File: config.mk
export PLATFORM = sky130hd
export DESIGN_NAME = seg_phase_sequencer
export DESIGN_NICKNAME = d
export VERILOG_FILES = /design/src/rtl/seg_pkg.sv /design/src/rtl/hex_to_seg.sv /design/src/rtl/seg_phase_sequencer.sv
export SDC_FILE = /design/constraint.sdc
export NUM_CORES = 1
export LEC_CHECK = 0
export ABC_AREA = 1
export CORE_ASPECT_RATIO = 0.8
export CORE_MARGIN = 4
export CORE_UTILIZATION = 40
export DETAILED_ROUTE_END_ITERATION = 10
export PLACE_DENSITY = 0.66
export SYNTH_ARGS = -nofsm -noshare
export SYNTH_HDL_FRONTEND = slang
export SYNTH_SLANG_ARGS = --single-unit
File: constraint.sdc
create_clock -name clock -period 2.31 [get_ports clock]
set_input_delay 0.3465 -clock clock [delete_from_list [all_inputs] [get_ports clock]]
set_output_delay 0.3465 -clock clock [all_outputs]
set_load 0.1 [all_outputs]
File: src/rtl/seg_pkg.sv
// Shared definitions for the seven-segment display blocks: sequencer state
// encoding, the active-low hex decode table and a counter-width helper.
package seg_pkg;

  typedef enum logic [1:0] {
    ST_IDLE = 2'd0,
    ST_RUN  = 2'd1,
    ST_DONE = 2'd2
  } seq_state_t;

  localparam logic [6:0] SEG_BLANK = 7'h7F;

  // gfedcba, active low, indexed by nibble value 0..F
  localparam logic [6:0] SEG_LUT [16] = '{
    7'h40, 7'h79, 7'h24, 7'h30, 7'h19, 7'h12, 7'h02, 7'h78,
    7'h00, 7'h10, 7'h08, 7'h03, 7'h46, 7'h21, 7'h06, 7'h0E
  };

  function automatic int cnt_width(input int n);
    return (n > 1) ? $clog2(n) : 1;
  endfunction

endpackage

File: src/rtl/hex_to_seg.sv
// Combinational hex nibble to active-low seven-segment pattern (gfedcba).
module hex_to_seg
  import seg_pkg::*;
(
  input  logic [3:0] i_nibble,
  output logic [6:0] o_seg
);

  always_comb begin
    o_seg = SEG_LUT[i_nibble];
  end

endmodule

File: src/rtl/seg_phase_sequencer.sv
// Multi-digit seven-segment sequencer: steps through NUM_PHASES messages,
// each held for HOLD_TICKS slow ticks, while time-multiplexing the anodes.
module seg_phase_sequencer
  import seg_pkg::*;
#(
  parameter  int NUM_DIGITS = 4,
  parameter  int NUM_PHASES = 3,
  parameter  int SCAN_DIV   = 100000,
  parameter  int TICK_DIV   = 25000000,
  parameter  int HOLD_TICKS = 4,
  localparam int PW         = $clog2(NUM_PHASES)
) (
  input  logic                             clock,
  input  logic                             reset,
  input  logic                             start,
  input  logic                             loop_mode,
  input  logic [NUM_DIGITS-1:0]            blank,
  input  logic [NUM_PHASES*NUM_DIGITS*4-1:0] phase_data,
  output logic [NUM_DIGITS-1:0]            an,
  output logic [6:0]                       seg,
  output logic [PW-1:0]                    phase,
  output logic                             done
);

  localparam int SCAN_W  = cnt_width(SCAN_DIV);
  localparam int TICK_W  = cnt_width(TICK_DIV);
  localparam int DWELL_W = cnt_width(HOLD_TICKS);
  localparam int DIG_W   = cnt_width(NUM_DIGITS);

  localparam logic [SCAN_W-1:0]  SCAN_LAST  = SCAN_W'(SCAN_DIV - 1);
  localparam logic [TICK_W-1:0]  TICK_LAST  = TICK_W'(TICK_DIV - 1);
  localparam logic [DWELL_W-1:0] DWELL_LAST = DWELL_W'(HOLD_TICKS - 1);
  localparam logic [DIG_W-1:0]   DIG_LAST   = DIG_W'(NUM_DIGITS - 1);
  localparam logic [PW-1:0]      PHASE_LAST = PW'(NUM_PHASES - 1);

  if (HOLD_TICKS < 1) begin : g_bad_hold
    $fatal(1, "seg_phase_sequencer: HOLD_TICKS must be >= 1");
  end
  if (NUM_PHASES < 2) begin : g_bad_phases
    $fatal(1, "seg_phase_sequencer: NUM_PHASES must be >= 2");
  end

  seq_state_t            r_state;
  logic [SCAN_W-1:0]     r_scan_cnt;
  logic [DIG_W-1:0]      r_scan;
  logic [TICK_W-1:0]     r_tick_cnt;
  logic [DWELL_W-1:0]    r_dwell;
  logic [PW-1:0]         r_phase;
  logic                  r_done;
  logic [NUM_DIGITS-1:0] r_an;
  logic [6:0]            r_seg;

  logic                  w_tick;
  logic [3:0]            w_nibble;
  logic [6:0]            w_dec;
  logic [NUM_DIGITS-1:0] w_an_nxt;
  logic [6:0]            w_seg_nxt;

  assign w_tick = (r_state == ST_RUN) && (r_tick_cnt == TICK_LAST);

  hex_to_seg u_hex_to_seg (
    .i_nibble (w_nibble),
    .o_seg    (w_dec)
  );

  // Dropping start blanks the display on the same edge the FSM returns to idle.
  always_comb begin
    w_nibble  = phase_data[(int'(r_phase) * NUM_DIGITS + int'(r_scan)) * 4 +: 4];
    w_an_nxt  = '1;
    w_seg_nxt = SEG_BLANK;
    if (start && (r_state != ST_IDLE) && !blank[r_scan]) begin
      w_an_nxt[r_scan] = 1'b0;
      w_seg_nxt        = w_dec;
    end
  end

  always_ff @(posedge clock or posedge reset) begin
    if (reset) begin
      r_state    <= ST_IDLE;
      r_scan_cnt <= '0;
      r_scan     <= '0;
      r_tick_cnt <= '0;
      r_dwell    <= '0;
      r_phase    <= '0;
      r_done     <= 1'b0;
      r_an       <= '1;
      r_seg      <= SEG_BLANK;
    end else begin
      r_an  <= w_an_nxt;
      r_seg <= w_seg_nxt;
      if (!start) begin
        r_state    <= ST_IDLE;
        r_scan_cnt <= '0;
        r_scan     <= '0;
        r_tick_cnt <= '0;
        r_dwell    <= '0;
        r_phase    <= '0;
        r_done     <= 1'b0;
      end else begin
        if (r_state != ST_IDLE) begin
          if (r_scan_cnt == SCAN_LAST) begin
            r_scan_cnt <= '0;
            r_scan     <= (r_scan == DIG_LAST) ? '0 : r_scan + 1'b1;
          end else begin
            r_scan_cnt <= r_scan_cnt + 1'b1;
          end
        end
        case (r_state)
          ST_IDLE: begin
            r_state    <= ST_RUN;
            r_scan_cnt <= '0;
            r_scan     <= '0;
            r_tick_cnt <= '0;
            r_dwell    <= '0;
            r_phase    <= '0;
            r_done     <= 1'b0;
          end
          ST_RUN: begin
            if (w_tick) begin
              r_tick_cnt <= '0;
              if (r_dwell == DWELL_LAST) begin
                r_dwell <= '0;
                if (r_phase != PHASE_LAST) begin
                  r_phase <= r_phase + 1'b1;
                end else if (loop_mode) begin
                  r_phase <= '0;
                end else begin
                  r_state <= ST_DONE;
                  r_done  <= 1'b1;
                end
              end else begin
                r_dwell <= r_dwell + 1'b1;
              end
            end else begin
              r_tick_cnt <= r_tick_cnt + 1'b1;
            end
          end
          ST_DONE: begin
            r_done <= 1'b1;
          end
          default: begin
            r_state <= ST_IDLE;
          end
        endcase
      end
    end
  end

  assign an    = r_an;
  assign seg   = r_seg;
  assign phase = r_phase;
  assign done  = r_done;

endmodule

## Word level (Yosys, flattened, before mapping)

Memory sizes are Yosys's and may differ from the RTL's.
Cells that the tools add are included.

- Add/subtract/negate cells: 6
- Multiply operators: 0
- Div/mod/pow operators: 0
- $lt $le $gt $ge: 3
- Eq/ne operators: 17
- Shifts and indexed selects: 1
- Multiplexer cells: 42
- Bitwise gates (word level): 2
- Reductions and logical operators: 12

Operators with widths:

| kind | number |
|---|---|
| 2-to-1 mux 17 bit | 4 |
| 2-to-1 mux 25 bit | 2 |
| case mux 25 bit (2 select lines) | 1 |
| indexed part select 48 x 8 -> 4 bit | 1 |
| 2-to-1 mux 2 bit | 18 |
| adder 25 x 1 -> 25 bit (second input constant) | 1 |
| equality test 25 bit (second input constant) | 1 |
| 2-to-1 mux 7 bit | 3 |
| adder 17 x 1 -> 17 bit (second input constant) | 1 |
| equality test 17 bit (second input constant) | 1 |
| AND reduction 5 bit | 2 |
| != test 3 x 1 -> 1 bit (second input constant) | 3 |
| != test 3 bit (second input constant) | 3 |
| case mux 2 bit (2 select lines) | 2 |
| 2-to-1 mux 1 bit | 7 |
| adder 2 x 1 -> 2 bit (second input constant) | 3 |
| equality test 2 bit (second input constant) | 3 |
| case mux 2 bit (3 select lines) | 1 |
| adder 4 x 2 -> 5 bit | 1 |
| >= comparator 5 bit (second input constant) | 1 |
| inverter 4 -> 5 bit | 1 |
| logical AND 1 bit | 4 |
| 2-to-1 mux 4 bit | 1 |
| != test 2 bit (second input constant) | 2 |
| other kinds (15) | 16 |

- Register bits after elaboration: 62
- Bits in latches: 0
- Bits in writable memories: 0
- ROM bits: 112
- Input bits: 56
- Output and inout port bits: 14
- Word-level logic and storage cells: 93
- Memories kept: 1

Memories:

| memory | words | width | rd ports | clocked after Yosys merged registers in | wr ports | line | text |
|---|---|---|---|---|---|---|---|
| (no name shown) | 16 | 7 | 1 | 0 | 0 | hex_to_seg.sv:10 | `o_seg = SEG_LUT[i_nibble];` |

## Longest topological paths before layout

Gate-level depths: netlist of the first run.

- Word-level depth: 7
- Gate-level depth with buffers: 14
- Gate-level depth less buffers: 13

## Cells and area by module

A second synthesis of the first run with hierarchy kept.

- Cells, all modules: 578
- Area, all modules: 4,038.9 µm²

By module, submodules not included:

| module | times used | cells an instance | area an instance (µm²) | seq. area each (µm²) |
|---|---|---|---|---|
| seg_phase_sequencer | 1 | 529 | 3,764.9 | 1,565.3 |
| hex_to_seg | 1 | 49 | 274.0 | 0.0 |

## Worst setup path after synthesis of the first run

No wires, ideal clock.

- Kind: register to register
- From: register r_phase[1], in the netlist phase[1]
- To: register r_seg[1], in the netlist seg[1]
- Setup time: 0.077 ns
- Data arrival time: 2.061 ns
- Data required time: 2.233 ns
- Setup slack: 0.172 ns
- Stages on the path, launching flop included: 11
- Path buffers: 0
- Period minus slack after synthesis: 2.138 ns
- Cells stage by stage: dfrtp_1 inv_1 nor2_1 inv_1 a21oi_1 nor2_2 ha_1 nand2_1 nor2_1 nor2_1 nand2_1

- Word-level cells in the longest chain between the ends: 7

RTL lines:

| what | line | text |
|---|---|---|
| from (decl) | seg_phase_sequencer.sv:48 | `logic [PW-1:0] r_phase;` |
| from (signal assigned) | seg_phase_sequencer.sv:124 | `r_phase <= r_phase + 1'b1;` |
| adder 4 x 2 -> 5 bit | seg_phase_sequencer.sv:68 | `w_nibble = phase_data[(int'(r_phase) * NUM_DIGITS + int'(r_scan)) * 4 +: 4];` |
| indexed part select 48 x 8 -> 4 bit | seg_phase_sequencer.sv:68 |  |
| inverter 4 -> 5 bit (not written as such) | hex_to_seg.sv:10 |  |
| memory read (16 x 7 bit) | -- |  |
| 2-to-1 mux 7 bit (not written as such) (2 in a row) | hex_to_seg.sv:10 |  |
| 2-to-1 mux 7 bit | seg_phase_sequencer.sv:71 | `if (start && (r_state != ST_IDLE) && !blank[r_scan]) begin` |
| net w_seg_nxt[1] | seg_phase_sequencer.sv:57 | `logic [6:0] w_seg_nxt;` |
| to (signal assigned) | seg_phase_sequencer.sv:90 | `r_seg <= w_seg_nxt;` |
| to (decl) | seg_phase_sequencer.sv:51 | `logic [6:0] r_seg;` |

The timed path passes the listed nets, and every way through them passes these cells. The select of a mux whose other input is x is not followed.
A chain may end at the register's enable or synchronous reset.

## Final worst setup path of the first run

- From: register r_scan[0]
- To: register r_seg[6], in the netlist seg[6]

- Word-level cells in the longest chain between the ends: 7
- Elaborated cells on any way between the ends: 11
- Those cells by class: add/sub: 1; shift: 1; mux: 5; bitwise: 1; reduce/logical: 2; memory: 1

RTL lines:

| what | line | text |
|---|---|---|
| from (decl) | seg_phase_sequencer.sv:45 | `logic [DIG_W-1:0] r_scan;` |
| from (signal assigned) | seg_phase_sequencer.sv:103 | `r_scan <= (r_scan == DIG_LAST) ? '0 : r_scan + 1'b1;` |
| adder 4 x 2 -> 5 bit | seg_phase_sequencer.sv:68 |  |
| indexed part select 48 x 8 -> 4 bit | seg_phase_sequencer.sv:68 |  |
| inverter 4 -> 5 bit (not written as such) | hex_to_seg.sv:10 |  |
| memory read (16 x 7 bit) | -- |  |
| 2-to-1 mux 7 bit (not written as such) (2 in a row) | hex_to_seg.sv:10 |  |
| 2-to-1 mux 7 bit (*) | seg_phase_sequencer.sv:71 |  |
| net w_seg_nxt[6] | seg_phase_sequencer.sv:57 |  |

The timed path passes the listed nets; every way through them passes the cells marked *. The select of a mux whose other input is x is not followed.

==> summary.txt, run 1 <==
Timing
  • Slew HR: 71.64%
  • Worst hold slack: 0.2731 ns
  • Layout Skew: 0.006301 ns
  • Measured slew at the worst slew-check pin: 0.4239 ns
  • # setup viols final: 0
  • Max-slew violation count: 0
  • Setup TNS: 0 ns
  • Period utilization: 85.62%
  • Max Freq: 0.5056 GHz
  • Hold Vio Cnt, Final: 0
  • RSZ-0062 raised after global routing: no
  • Fin crit period: 1.978 ns

Power
  • PwrDens: 951.1 mW/mm²
  • Cell leakage power: between 2 and 3 nW
  • Maximum vdd ir drop: 475.2 µV

Critical path
  • Origin of the critical flop-to-flop path: r_scan[0]
  • Setup crit end kind: flop
  • R2R Setup Slk: 0.33 ns
  • Worst setup SP type: flop
  • Reg-to-reg endpoint: seg[6]
  • R2R depth: 13
  • Max FO, Critical Path: 31
  • Arrival @ worst endpoint: 2.22 ns
  • Critical Path RT: 2.55 ns
  • Setup CP Type: flop to flop

Detailed routing
  • Max layer used: met4
  • Via count: 4102
  • DRT Pass-1 Iters: 4
  • Routed wl met2: 5.043 mm
  • Met3 routed WL: roughly 340 µm
  • Vias/cell: 4.954
  • Initial DRC count: 206
  • DRT Wirelength: 10.53 mm
  • Drt wl/cell: around 13 µm
  • # DRC: 0
  • Routed Antenna Nets: 0
  • M1 WL: around 5 mm

Global routing
  • Overall routing resource usage: 18.45%
  • Gr ovfl total: 0
  • Largest net degree at the start of global routing: 36
  • Vias in the first global route: 4059
  • Initial antenna violation count: 0
  • Wire length of the first global-routing pass: between 15 and 20 mm

Status
  • Status: complete, no violations

Layout
  • Most common cell after layout, fill and taps aside: nand2_1
  • Ant. Diodes: 0
  • Fin nets: 755
  • Layout Utilization: 51.75%
  • Most frequent cells in the layout: nand2_1 (159), nor2_1 (84), inv_1 (83), clkdlybuf4s50_1 (55), dfrtp_1 (51)
  • Share of layout cells above drive strength 1: 12.35%
  • Syn-to-layout area delta: 25.78%
  • Cell area after layout: 0.005341 mm²

Yosys
  • EDFF count, synth: 0
  • Yosys warns: 0
  • Syn Area/Cell: 6.996 µm²
  • Seq/Total Area, Yosys: 36.86%
  • FF+latch count, synth: 62
  • Synthesized cell area: between 0.004 and 0.005 mm²
  • Asr flop ratio synth: 100.0%
  • Post-synth net total: 679
  • Synth unique cells: 38
  • Mapped Cells: between 600 and 700
  • Top FF cell, synth: dfrtp_1

Clock network
  • H-tree depth: 3
  • Hold buffer count at cts: 0
  • CTS tree: yes
  • Clock buffer depth: 2
  • Clock latency on the worst-skew pair: 0.33 ns
  • CTS clock-pin slew for the worst setup and hold paths: roughly 0.060 ns
  • Num CTS Buffers: 9
  • Clk sinks: 62
  • PostCTS Resize Cnt: 0
  • Root Buffer: clkbuf_16
  • Post-CTS Setup Bufs: 0

Floorplan
  • Area of the core: 0.01032 mm²
  • Initial core utilization: slightly above 40%
  • Die Wd: 123.2 µm
  • I/O pins: 70
  • Die area: around 0.012 mm²
  • Row count: 33
  • Die height: approximately 100 µm

Placement
  • Placer congestion estimate: approximately 0.92
  • Placed Area: 0.005041 mm²
  • Dpl hpwl: just over 8 mm
  • Port bufs: slightly below 70

Job
  • Total of max-cap violations: 0

Hold path
  • Hold WC Path Type: input pin to async pin
## how the worst max path moves through the flow
stage,slack (ns),end,start
global placement,0.32,seg[5],phase_data[5]
floorplan,0.17,seg[1],phase[1]
finish,0.33,seg[6],r_scan[0]
CTS,0.34,seg[6],r_scan[0]
detailed placement,0.22,seg[6],phase_data[17]
global route,0.08,seg[3],r_scan[0]
## cells by family (layout without fill, tap and decap cells)
group / count (synthesis) / count (layout) / share of synthesized area, %
simple gates: 355 / 355 / 38.10
buf+inv: 106 / 187 / 10.87
compound gates: 62 / 62 / 8.221
flops: 62 / 62 / 36.86
fa+ha+maj: 16 / 16 / 4.714
xor+xnor: 6 / 6 / 1.237
## worst max-delay path, stage by stage (launching register included)
cell and delay, ns:
dfrtp_1 0.35, buf_4 0.31, nand2_1 0.09, nand3_1 0.08, nand2_1 0.06, nand2_1 0.05
nand2_1 0.06, nor2_2 0.19, inv_1 0.12, ha_1 0.24, nand2_1 0.11, nand2_1 0.08
nand2_1 0.07, nand3_1 0.07
## synth_stat cells (all sizes together), types with 11 or more instances
library cell	count	area, µm²
nand2	166	655.6
inv	94	352.8
nor2	93	391.6
dfrtp	51	1276
nand3	43	225.2
o21ai	36	180.2
nand4	25	162.6
nor3	21	136.4
ha	16	200.2
a21oi	13	65.06
buf	12	108.9
dfstp	11	289.0
## where the power goes
group          switching [mW]  leakage, nW  internal [mW]
registers              0.0822        0.823           1.25
clock network           0.491        0.138          0.835
logic                    1.72         1.58          0.709
total                    2.29         2.54           2.79
## layer usage
metal,GRT usage [%],up-vias
met2,29.74,70
met4,5.787,0
met1,24.75,1930
met5,0,-
met3,4.113,14
li1,-,2088
## registers in the layout, indices dropped and copies added, names as in the netlist
signal,count
an,4
done,1
phase,2
r_dwell,2
r_scan,2
r_scan_cnt,17
r_state,2
r_tick_cnt,25
seg,7
## area by class of cell
type                    instances  area, µm²
fillers                      1015       4981
multi-input cells             439       2220
flip-flops and latches         62       1565
repair buffers                 77      728.2
inverters                      94      352.8
clock buffers                   9      225.2
well taps                     140      175.2
clock inverters                 7      75.07
## metrics by stage
stage	setup slack, ns	cells	total power, mW
2_1_floorplan	0.1720	607	3.261
3_3_place_gp	0.3173	812	3.731
3_5_place_dp	0.2243	812	3.772
4_1_cts	0.3371	828	5.131
5_1_grt	0.08179	828	5.476
6_report	0.3322	828	5.080
No activity file was read; power rests on OpenSTA's default activity.
==> inputs of run 2 (changes only) <==
CORE_MARGIN = 2   (was 4)
==> run 2 against run 1 <==
Fmax fell by 2.3%; non-clock buffer count fell by 1; sequential share of layout area fell by 0.082 points; critical path type unchanged; critical endpoint unchanged; largest cell class unchanged.
==> summary.txt, run 2 (synthesized netlist as in run 1, its figures left out) <==
Power
  • Maximum vdd ir drop: a little under 400 µV
  • PwrDens: 970.3 mW/mm²
  • Cell leakage power: 2.546 nW

Clock network
  • PostCTS Resize Cnt: 0
  • Clk sinks: just over 60
  • CTS tree: yes
  • CTS clock-pin slew for the worst setup and hold paths: around 0.06 ns
  • Clock buffer depth: 2
  • Post-CTS Setup Bufs: 0
  • Clock latency on the worst-skew pair: 0.33 ns
  • H-tree depth: 3
  • Num CTS Buffers: 9
  • Root Buffer: clkbuf_16
  • Hold buffer count at cts: 0

Timing
  • Worst hold slack: 0.3935 ns
  • Setup TNS: 0 ns
  • RSZ-0062 raised after global routing: no
  • Fin crit period: 2.025 ns
  • Measured slew at the worst slew-check pin: roughly 0.37 ns
  • Layout Skew: 0.007349 ns
  • Period utilization: between 80% and 90%
  • # setup viols final: 0
  • Max-slew violation count: 0
  • Max Freq: 0.4938 GHz
  • Hold Vio Cnt, Final: 0
  • Slew HR: about three quarters

Critical path
  • Max FO, Critical Path: 31
  • Setup crit end kind: flop
  • Setup CP Type: flop to flop
  • Arrival @ worst endpoint: 2.27 ns
  • Critical Path RT: 2.56 ns
  • Worst setup SP type: flop

Job
  • Total of max-cap violations: 0

Detailed routing
  • Vias/cell: 4.917
  • Initial DRC count: 207
  • Via count: 4066
  • DRT Pass-1 Iters: 4
  • Routed Antenna Nets: 0
  • # DRC: 0
  • Drt wl/cell: 12.54 µm
  • DRT Wirelength: between 10 and 15 mm

Layout
  • Most common cell after layout, fill and taps aside: nand2_1
  • Biggest register: r_tick_cnt
  • Fin nets: 754
  • Max reg flops: 25
  • Syn-to-layout area delta: 26.13%
  • Ant. Diodes: 0
  • Most frequent cells in the layout: nand2_1 (159), nor2_1 (84), inv_1 (83), clkdlybuf4s50_1 (55), dfrtp_1 (51)
  • Share of layout cells above drive strength 1: 12.23%

Global routing
  • Gr ovfl total: 0
  • Initial antenna violation count: 0
  • Wire length of the first global-routing pass: 18.50 mm
  • Overall routing resource usage: 20.11%
  • Largest net degree at the start of global routing: 63
  • Vias in the first global route: ~4100

Placement
  • Port bufs: between 60 and 70
  • Dpl hpwl: 7.963 mm
  • Placer congestion estimate: 0.8967

Floorplan
  • I/O pins: 70
  • Die area: 0.01146 mm²
  • Row count: 33
  • Die height: 96.16 µm
  • Die Wd: 119.2 µm
  • Area of the core: between 0.01 and 0.015 mm²
  • Initial core utilization: 41.30%

Status
  • Status: complete, no violations

Hold path
  • Hold WC Path Type: input pin to async pin
run 2: final timing paths:
path / start / end / slack (ns) / cells past startpoint
max in group asynchronous: reset / seg[3] / 1.61 / 3
max reg2reg: r_scan[0] / seg[6] / 0.28 / 13
min in group clock: r_scan_cnt[0] / r_scan_cnt[0] / 0.45 / 1
max: r_scan[0] / seg[6] / 0.28 / 13
min reg2reg: r_scan_cnt[0] / r_scan_cnt[0] / 0.45 / 1
min: reset / r_tick_cnt[19] / 0.39 / 3
run 2: area by class of cell:
class	count	area [µm²]
Clock buffer	9	225.2
Inverter	94	352.8
Timing Repair Buffer	76	720.7
Multi-Input combinational cell	439	2220
Tap cell	140	175.2
Clock inverter	7	97.59
Fill cell	955	4925
Sequential cell	62	1565
run 2: stage by stage:
stage | power (mW) | worst slack (ns) | area [µm²] | util [%] | std cells
floorplan | 3.261 | 0.1720 | 4247 | - | 607
global placement | 3.728 | 0.3041 | 5034 | 48.96 | 811
detailed placement | 3.772 | 0.2228 | 5034 | 48.96 | 811
CTS | 5.238 | 0.3067 | 5356 | 52.10 | 827
global route | 5.583 | 0.05512 | 5356 | 52.10 | 827
finish | 5.197 | 0.2847 | 5356 | 52.10 | 827
run 2: per-layer routing:
metal  vias to the layer above  global-route usage [%]  share of wire [%]
met2                        81                   34.05                 46
met5                         -                       0                  0
met1                      1874                   24.55                 47
met4                         0                   7.738                2.2
met3                        20                   5.746                4.3
li1                       2091                       -                  -
run 2: worst max-delay path, stage by stage, from the launching register on:
cell	delay, ns
dfrtp_1	0.35
buf_4	0.32
nand2_1	0.10
nand3_1	0.09
nand2_1	0.07
nand2_1	0.06
nand2_1	0.07
nor2_2	0.21
inv_1	0.13
ha_1	0.24
nand2_1	0.11
nand2_1	0.08
nand2_1	0.07
nand3_1	0.06
run 2: where the power goes:
part	leakage (nW)	internal [mW]	switching (mW)
Sequential	0.823	1.25	0.0789
Combinational	1.57	0.705	1.72
Clock	0.152	0.946	0.496
Total	2.55	2.90	2.30
==> inputs of run 3 (changes only) <==
ABC_CLOCK_PERIOD_IN_PS = 2310   (was not set)
==> results of run 3 <==
The final DEF is identical to that of run 2; final timing and power are the same.
